**src/rtl/fwd_source_pipe_pkg.sv**
```systemverilog
`default_nettype none
// ============================================================================
// Module      : fwd_source_pipe_pkg
// Description : Shared types and constants for the back-end pipeline tracker.
// Revision    : 1.0 - initial release
// ============================================================================
package fwd_source_pipe_pkg;

    localparam int NSLOT = 3;
    localparam int XLEN  = 32;

    localparam logic [1:0] OP_ALU   = 2'b00;
    localparam logic [1:0] OP_LOAD  = 2'b01;
    localparam logic [1:0] OP_STORE = 2'b10;
    localparam logic [1:0] OP_BR    = 2'b11;

    typedef struct packed {
        logic            valid;
        logic [XLEN-1:0] pc;
        logic [XLEN-1:0] inst;
        logic [4:0]      rd;
        logic            reg_write;
        logic [1:0]      op_type;
        logic [XLEN-1:0] data;
    } slot_t;

    localparam slot_t c_SLOT_RESET = '0;

    // x0 is architecturally hard-wired, so a write to it is never exposed.
    function automatic logic f_slot_we(input slot_t s);
        return s.valid & s.reg_write & (s.rd != 5'd0);
    endfunction

endpackage
`default_nettype wire

```
**src/rtl/fwd_slot_reg.sv**
```systemverilog
`default_nettype none
// ============================================================================
// Module      : fwd_slot_reg
// Description : One pipeline slot register with load / hold / bubble control.
// Revision    : 1.0 - initial release
// ============================================================================
module fwd_slot_reg
    import fwd_source_pipe_pkg::*;
(
    input  logic  clk,
    input  logic  rst,
    input  logic  i_load,
    input  logic  i_bubble,
    input  slot_t i_d,
    output slot_t o_q
);

    slot_t r_q;

    // Bubble has priority over load; neither asserted means hold.
    always_ff @(posedge clk or negedge rst) begin
        if (!rst) begin
            r_q <= c_SLOT_RESET;
        end else if (i_bubble) begin
            r_q <= c_SLOT_RESET;
        end else if (i_load) begin
            r_q <= i_d;
        end
    end

    assign o_q = r_q;

endmodule
`default_nettype wire

```
**src/rtl/fwd_source_pipe.sv**
```systemverilog
`default_nettype none
// ============================================================================
// Module      : fwd_source_pipe
// Description : EXE/MEM/WB tracker producing forwarding buses and the RF write.
// Revision    : 1.0 - initial release
// ============================================================================
module fwd_source_pipe #(
    parameter int NSLOT = 3,
    parameter int XLEN  = 32
) (
    input  logic                  clk,
    input  logic                  rst,
    input  logic                  issue_valid,
    input  logic                  reg_DE_flush,
    input  logic [XLEN-1:0]       PC_ID,
    input  logic [XLEN-1:0]       inst_ID,
    input  logic [4:0]            rdAddr_ID,
    input  logic                  regWrite_ctrl,
    input  logic [1:0]            op_type_ID,
    input  logic [XLEN-1:0]       alu_res_EXE,
    input  logic [XLEN-1:0]       mem_rdata,
    input  logic                  mem_ready,
    output logic [NSLOT*XLEN-1:0] PC_out,
    output logic [NSLOT*XLEN-1:0] inst_out,
    output logic [NSLOT*XLEN-1:0] DATA_out,
    output logic [NSLOT*5-1:0]    rdAddr_out,
    output logic [NSLOT-1:0]      regWrite_out,
    output logic [NSLOT*2-1:0]    op_type_out,
    output logic [NSLOT-1:0]      ltype_out,
    output logic                  mem_stall,
    output logic                  regWrite_WB,
    output logic [4:0]            rdAddr_WB,
    output logic [XLEN-1:0]       rdData_WB
);

    import fwd_source_pipe_pkg::*;

    slot_t            w_q [NSLOT];
    slot_t            w_d [NSLOT];
    logic [NSLOT-1:0] w_load;
    logic [NSLOT-1:0] w_bubble;
    logic             w_issue;
    logic             w_mem_op1;
    logic             w_load1_ready;
    logic             w_mem_stall;
    logic [XLEN-1:0]  w_data1;

    assign w_issue       = issue_valid & ~reg_DE_flush;
    assign w_mem_op1     = (w_q[1].op_type == OP_LOAD) | (w_q[1].op_type == OP_STORE);
    assign w_mem_stall   = w_q[1].valid & w_mem_op1 & ~mem_ready;
    assign w_load1_ready = w_q[1].valid & (w_q[1].op_type == OP_LOAD) & mem_ready;
    assign w_data1       = w_load1_ready ? mem_rdata : w_q[1].data;

    always_comb begin
        w_d[0] = c_SLOT_RESET;
        if (w_issue) begin
            w_d[0].valid     = 1'b1;
            w_d[0].pc        = PC_ID;
            w_d[0].inst      = inst_ID;
            w_d[0].rd        = rdAddr_ID;
            w_d[0].reg_write = regWrite_ctrl;
            w_d[0].op_type   = op_type_ID;
        end

        w_d[1]      = w_q[0];
        w_d[1].data = alu_res_EXE;

        w_d[2]      = w_q[1];
        w_d[2].data = w_data1;

        // While memory holds the back end, EXE/MEM freeze and WB drains to a
        // bubble so the stalled instruction cannot retire twice.
        w_load      = {NSLOT{~w_mem_stall}};
        w_bubble    = '0;
        w_bubble[2] = w_mem_stall;
    end

    generate
        for (genvar k = 0; k < NSLOT; k++) begin : g_slot
            fwd_slot_reg u_slot (
                .clk      (clk),
                .rst      (rst),
                .i_load   (w_load[k]),
                .i_bubble (w_bubble[k]),
                .i_d      (w_d[k]),
                .o_q      (w_q[k])
            );
        end
    endgenerate

    generate
        for (genvar k = 0; k < NSLOT; k++) begin : g_pack
            assign PC_out[XLEN*k +: XLEN]   = w_q[k].pc;
            assign inst_out[XLEN*k +: XLEN] = w_q[k].inst;
            assign rdAddr_out[5*k +: 5]     = w_q[k].rd;
            assign regWrite_out[k]          = f_slot_we(w_q[k]);
            assign op_type_out[2*k +: 2]    = w_q[k].op_type;
        end
    endgenerate

    assign DATA_out[XLEN*0 +: XLEN] = alu_res_EXE;
    assign DATA_out[XLEN*1 +: XLEN] = w_data1;
    assign DATA_out[XLEN*2 +: XLEN] = w_q[2].data;

    assign ltype_out[0] = w_q[0].valid & (w_q[0].op_type == OP_LOAD);
    assign ltype_out[1] = w_q[1].valid & (w_q[1].op_type == OP_LOAD) & ~mem_ready;
    assign ltype_out[2] = 1'b0;

    assign mem_stall   = w_mem_stall;
    assign regWrite_WB = regWrite_out[2];
    assign rdAddr_WB   = w_q[2].rd;
    assign rdData_WB   = w_q[2].data;

endmodule
`default_nettype wire

```
**config.mk**
```make
export PLATFORM = sky130hd
export DESIGN_NAME = fwd_source_pipe
export DESIGN_NICKNAME = d
export VERILOG_FILES = /design/src/rtl/fwd_source_pipe_pkg.sv /design/src/rtl/fwd_slot_reg.sv /design/src/rtl/fwd_source_pipe.sv
export SDC_FILE = /design/constraint.sdc
export NUM_CORES = 1
export LEC_CHECK = 0
export CORE_AREA = 3 3 194 196
export DETAILED_ROUTE_END_ITERATION = 8
export DIE_AREA = 0 0 197 199
export HOLD_SLACK_MARGIN = 0.1
export PLACE_DENSITY_LB_ADDON = 0.08
export SETUP_SLACK_MARGIN = 0.4
export SYNTH_ARGS = -nofsm -noshare
export SYNTH_HDL_FRONTEND = slang
export SYNTH_SLANG_ARGS = --single-unit
```
**constraint.sdc**
```tcl
create_clock -name clk -period 3.29 [get_ports clk]
set_input_delay 0.658 -clock clk [delete_from_list [all_inputs] [get_ports clk]]
set_output_delay 0.658 -clock clk [all_outputs]
set_load 0.02 [all_outputs]
```
==> results by group <==
Status
  – Outcome: completed

Drt
  – Routed WL: 42.2 mm
  – Vias per inst: 4.94
  – Post-DR wirelength/cell: 23.4 um
  – Drt pass-1 iters: 4
  – Via count: 8935
  – Final ANT Viol Nets: 0
  – DRC viols: 0
  – DR iter-0 viols: 378

Yosys
  – Number of synthesized flops with an enable pin: 0
  – Post-Syn Instances: 1146
  – Synth unique cells: 26
  – Ys Warns: 0
  – Top cells by area, synth: dfrtp_1 (51%), buf_4 (17%), mux2_4 (6.0%)
  – Syn_nets: 1288
  – Ys async rst share: 100%
  – Cell taking the most area after synthesis: dfrtp_1
  – Synthesized area per cell: 12.1 sq um
  – Netlist area before placement: 0.0139 sq mm
  – Seq/Total Area, Yosys: 51.1%
  – Most instantiated library cell after synthesis: buf_4
  – Post-synthesis register bit count: 283
  – Area share of the largest cell type after synthesis: 51.1%
  – Synth Flop Type: dfrtp_1
  – Synth top cells by count: buf_4 (316), dfrtp_1 (283), a31o_2 (72), and2_1 (72), nor4bb_1 (72)

Power and ir drop
  – PD cells: 509 mW/mm^2
  – Leak: 8.19 nW
  – Worst vdd ir: 0.000342 V

Clock tree
  – CTS Hold Bufs: 0
  – H-tree depth: 2
  – Worst-path clk slew: 60 ps
  – CTS Root Cell: clkbuf_16
  – CTS Buffer Depth: 3
  – Total CTS buffers: 36
  – CTS tree: built
  – Clk sink count: 283
  – Clk_lat worst skew: 520 ps

GRT
  – Grt ovf: 0
  – First-pass GRT wire length: 61.4 mm
  – Largest net degree at the start of global routing: 156
  – Antenna violations before repair: 3
  – Gr usage total: 20.4%
  – Vias in the first global route: 9237

Placed design
  – Dpl hpwl: 28.7 mm
  – IO Port Bufs: 493
  – GP Congestion: 0.836

Floorplanning
  – Die area: 0.0392 sq mm
  – Standard-cell row count: 70
  – DIE HEIGHT: 199 um
  – Die width: 197 um
  – Core Footprint: 0.0363 sq mm
  – I/O pin cnt: 495
  – Initial Utilization: 38.3%

Timing
  – Number of max-slew violations in the final report: 0
  – Max-slew headroom: 34.8%
  – Sum Neg Setup Slack: 0 ps
  – Fin crit share: 85.6%
  – Endpoints failing hold: 0
  – Tmin final: 2820 ps
  – Max Freq: 355 MHz
  – Endpoints failing setup: 0
  – Layout Skew: 15.1 ps
  – Unrepaired setup endpoints after global routing: true
  – Slew of the pin with the lowest slew margin: 978 ps

Worst setup path
  – CP max FO: 4
  – Critical Path AT: 2160 ps
  – Slowest Stage Delay on Critical Path: 460 ps
  – Worst-path cell with the longest stage delay: dfrtp_2
  – Setup crit start kind: flop
  – Critical Path RT: 2630 ps
  – Crit Path Class: reg2out
  – CP Cell Sequence: ha_4, and3_2, buf_4, o22ai_2, clkdlybuf4s15_1
  – Crit end category: output pin

Finish
  – Fill cells: 3267
  – Largest register FFs: 283
  – Util after Layout: 50.2%
  – Nets: 1454
  – Area growth syn-to-layout: 31.3%
  – Share of layout cells above drive strength 1: 21.4%

Job
  – Max-Cap Viols: 0

Min path
  – HP Class: in2async
[repair_timing]
item                       4_1_cts  5_1_grt
gates cloned                     0        3
buffers inserted                 0        3
resized for setup               42       21
setup endpoints to repair       38       31
[layout make-up]
type	instances	area (sq um)	area share, %
Sequential cell	283	7080	38.9
Timing Repair Buffer	523	5260	28.9
Multi-Input combinational cell	434	3960	21.7
Clock buffer	53	1100	6.02
Tap cell	468	586	3.22
Inverter	34	128	0.701
Clock inverter	11	92.6	0.508
Antenna cell	1	2.50	0.0137
[report_power, final]
part	switching (mW)	leakage, nW	internal [mW]
clock network	1.53	0.588	2.39
logic	0.790	3.92	0.775
registers	0.124	3.69	3.67
[final timing paths]
path | start | endpoint | slack (ps) | cells past startpoint
hold / removal | rst | g_slot[1].u_slot.o_q[16] | 150 | 1
setup / recovery | g_slot[1].u_slot.o_q[32] | DATA_out[39] | 470 | 5
hold reg to reg | g_slot[1].u_slot.o_q[42] | g_slot[2].u_slot.o_q[42] | 500 | 1
setup reg to reg | g_slot[1].u_slot.o_q[32] | g_slot[1].u_slot.o_q[48] | 1200 | 4
max in group asynchronous | rst | g_slot[1].u_slot.o_q[88] | 2250 | 2
min in group clk | g_slot[1].u_slot.o_q[42] | g_slot[2].u_slot.o_q[42] | 500 | 1
[cells in the final DEF (no fill, tap or decap), types with 3 or more instances in the layout]
cell / n
clkdlybuf4s50_1: 453
dfrtp_1: 281
and2_1: 72
nor4bb_1: 72
a31o_2: 72
mux2_4: 55
mux2_2: 50
clkbuf_16: 39
inv_1: 33
nand2_1: 32
o32ai_1: 32
o22ai_1: 30
dlygate4sd2_1: 26
buf_4: 18
clkbuf_8: 11
buf_12: 11
clkbuf_2: 8
clkinv_2: 6
clkbuf_1: 5
clkdlybuf4s15_1: 4
or3_1: 3
o311a_1: 3
[metal layers]
| metal | vias to the layer above | part of all wire [%] | global-route usage [%] |
|---|---|---|---|
| li1 | 3991 | - | - |
| met1 | 4521 | 39 | 24.4 |
| met2 | 353 | 50 | 35.1 |
| met3 | 66 | 8.3 | 7.27 |
| met4 | 4 | 2.4 | 5.99 |
| met5 | - | 0.050 | 0 |
[metrics by stage]
stage | setup slack, ps | std cells | total power [mW] | hold WS, ps | instance area, sq um
floorplan | 874 | 1146 | 4.82 | 362 | 13900
global placement | 389 | 1736 | 5.45 | 484 | 17000
detailed placement | 378 | 1736 | 5.45 | 491 | 17000
CTS | 397 | 1800 | 9.40 | 164 | 18100
global route | 393 | 1807 | 9.64 | 168 | 18200
finish | 474 | 1807 | 9.28 | 145 | 18200
[kinds of logic after synthesis]
family	Yosys count	share of synthesized area [%]
multiplexers	105	10.0
adder cells (fa/ha/maj)	1	0.0902
flip-flops	283	51.1
other	1	0.0270
buffers and inverters	430	20.8
AO/OA/AOI/OAI	139	8.23
AND/OR/NAND/NOR	187	9.79
[critical path: cells and delay by family, from the launching register on]
| kind | cells | cell delay [ps] |
|---|---|---|
| flops | 1 | 460 |
| buf+inv | 2 | 500 |
| compound gates | 1 | 220 |
| fa+ha+maj | 1 | 210 |
| simple gates | 1 | 250 |
Note: power is estimated with default switching activity, not from simulation.
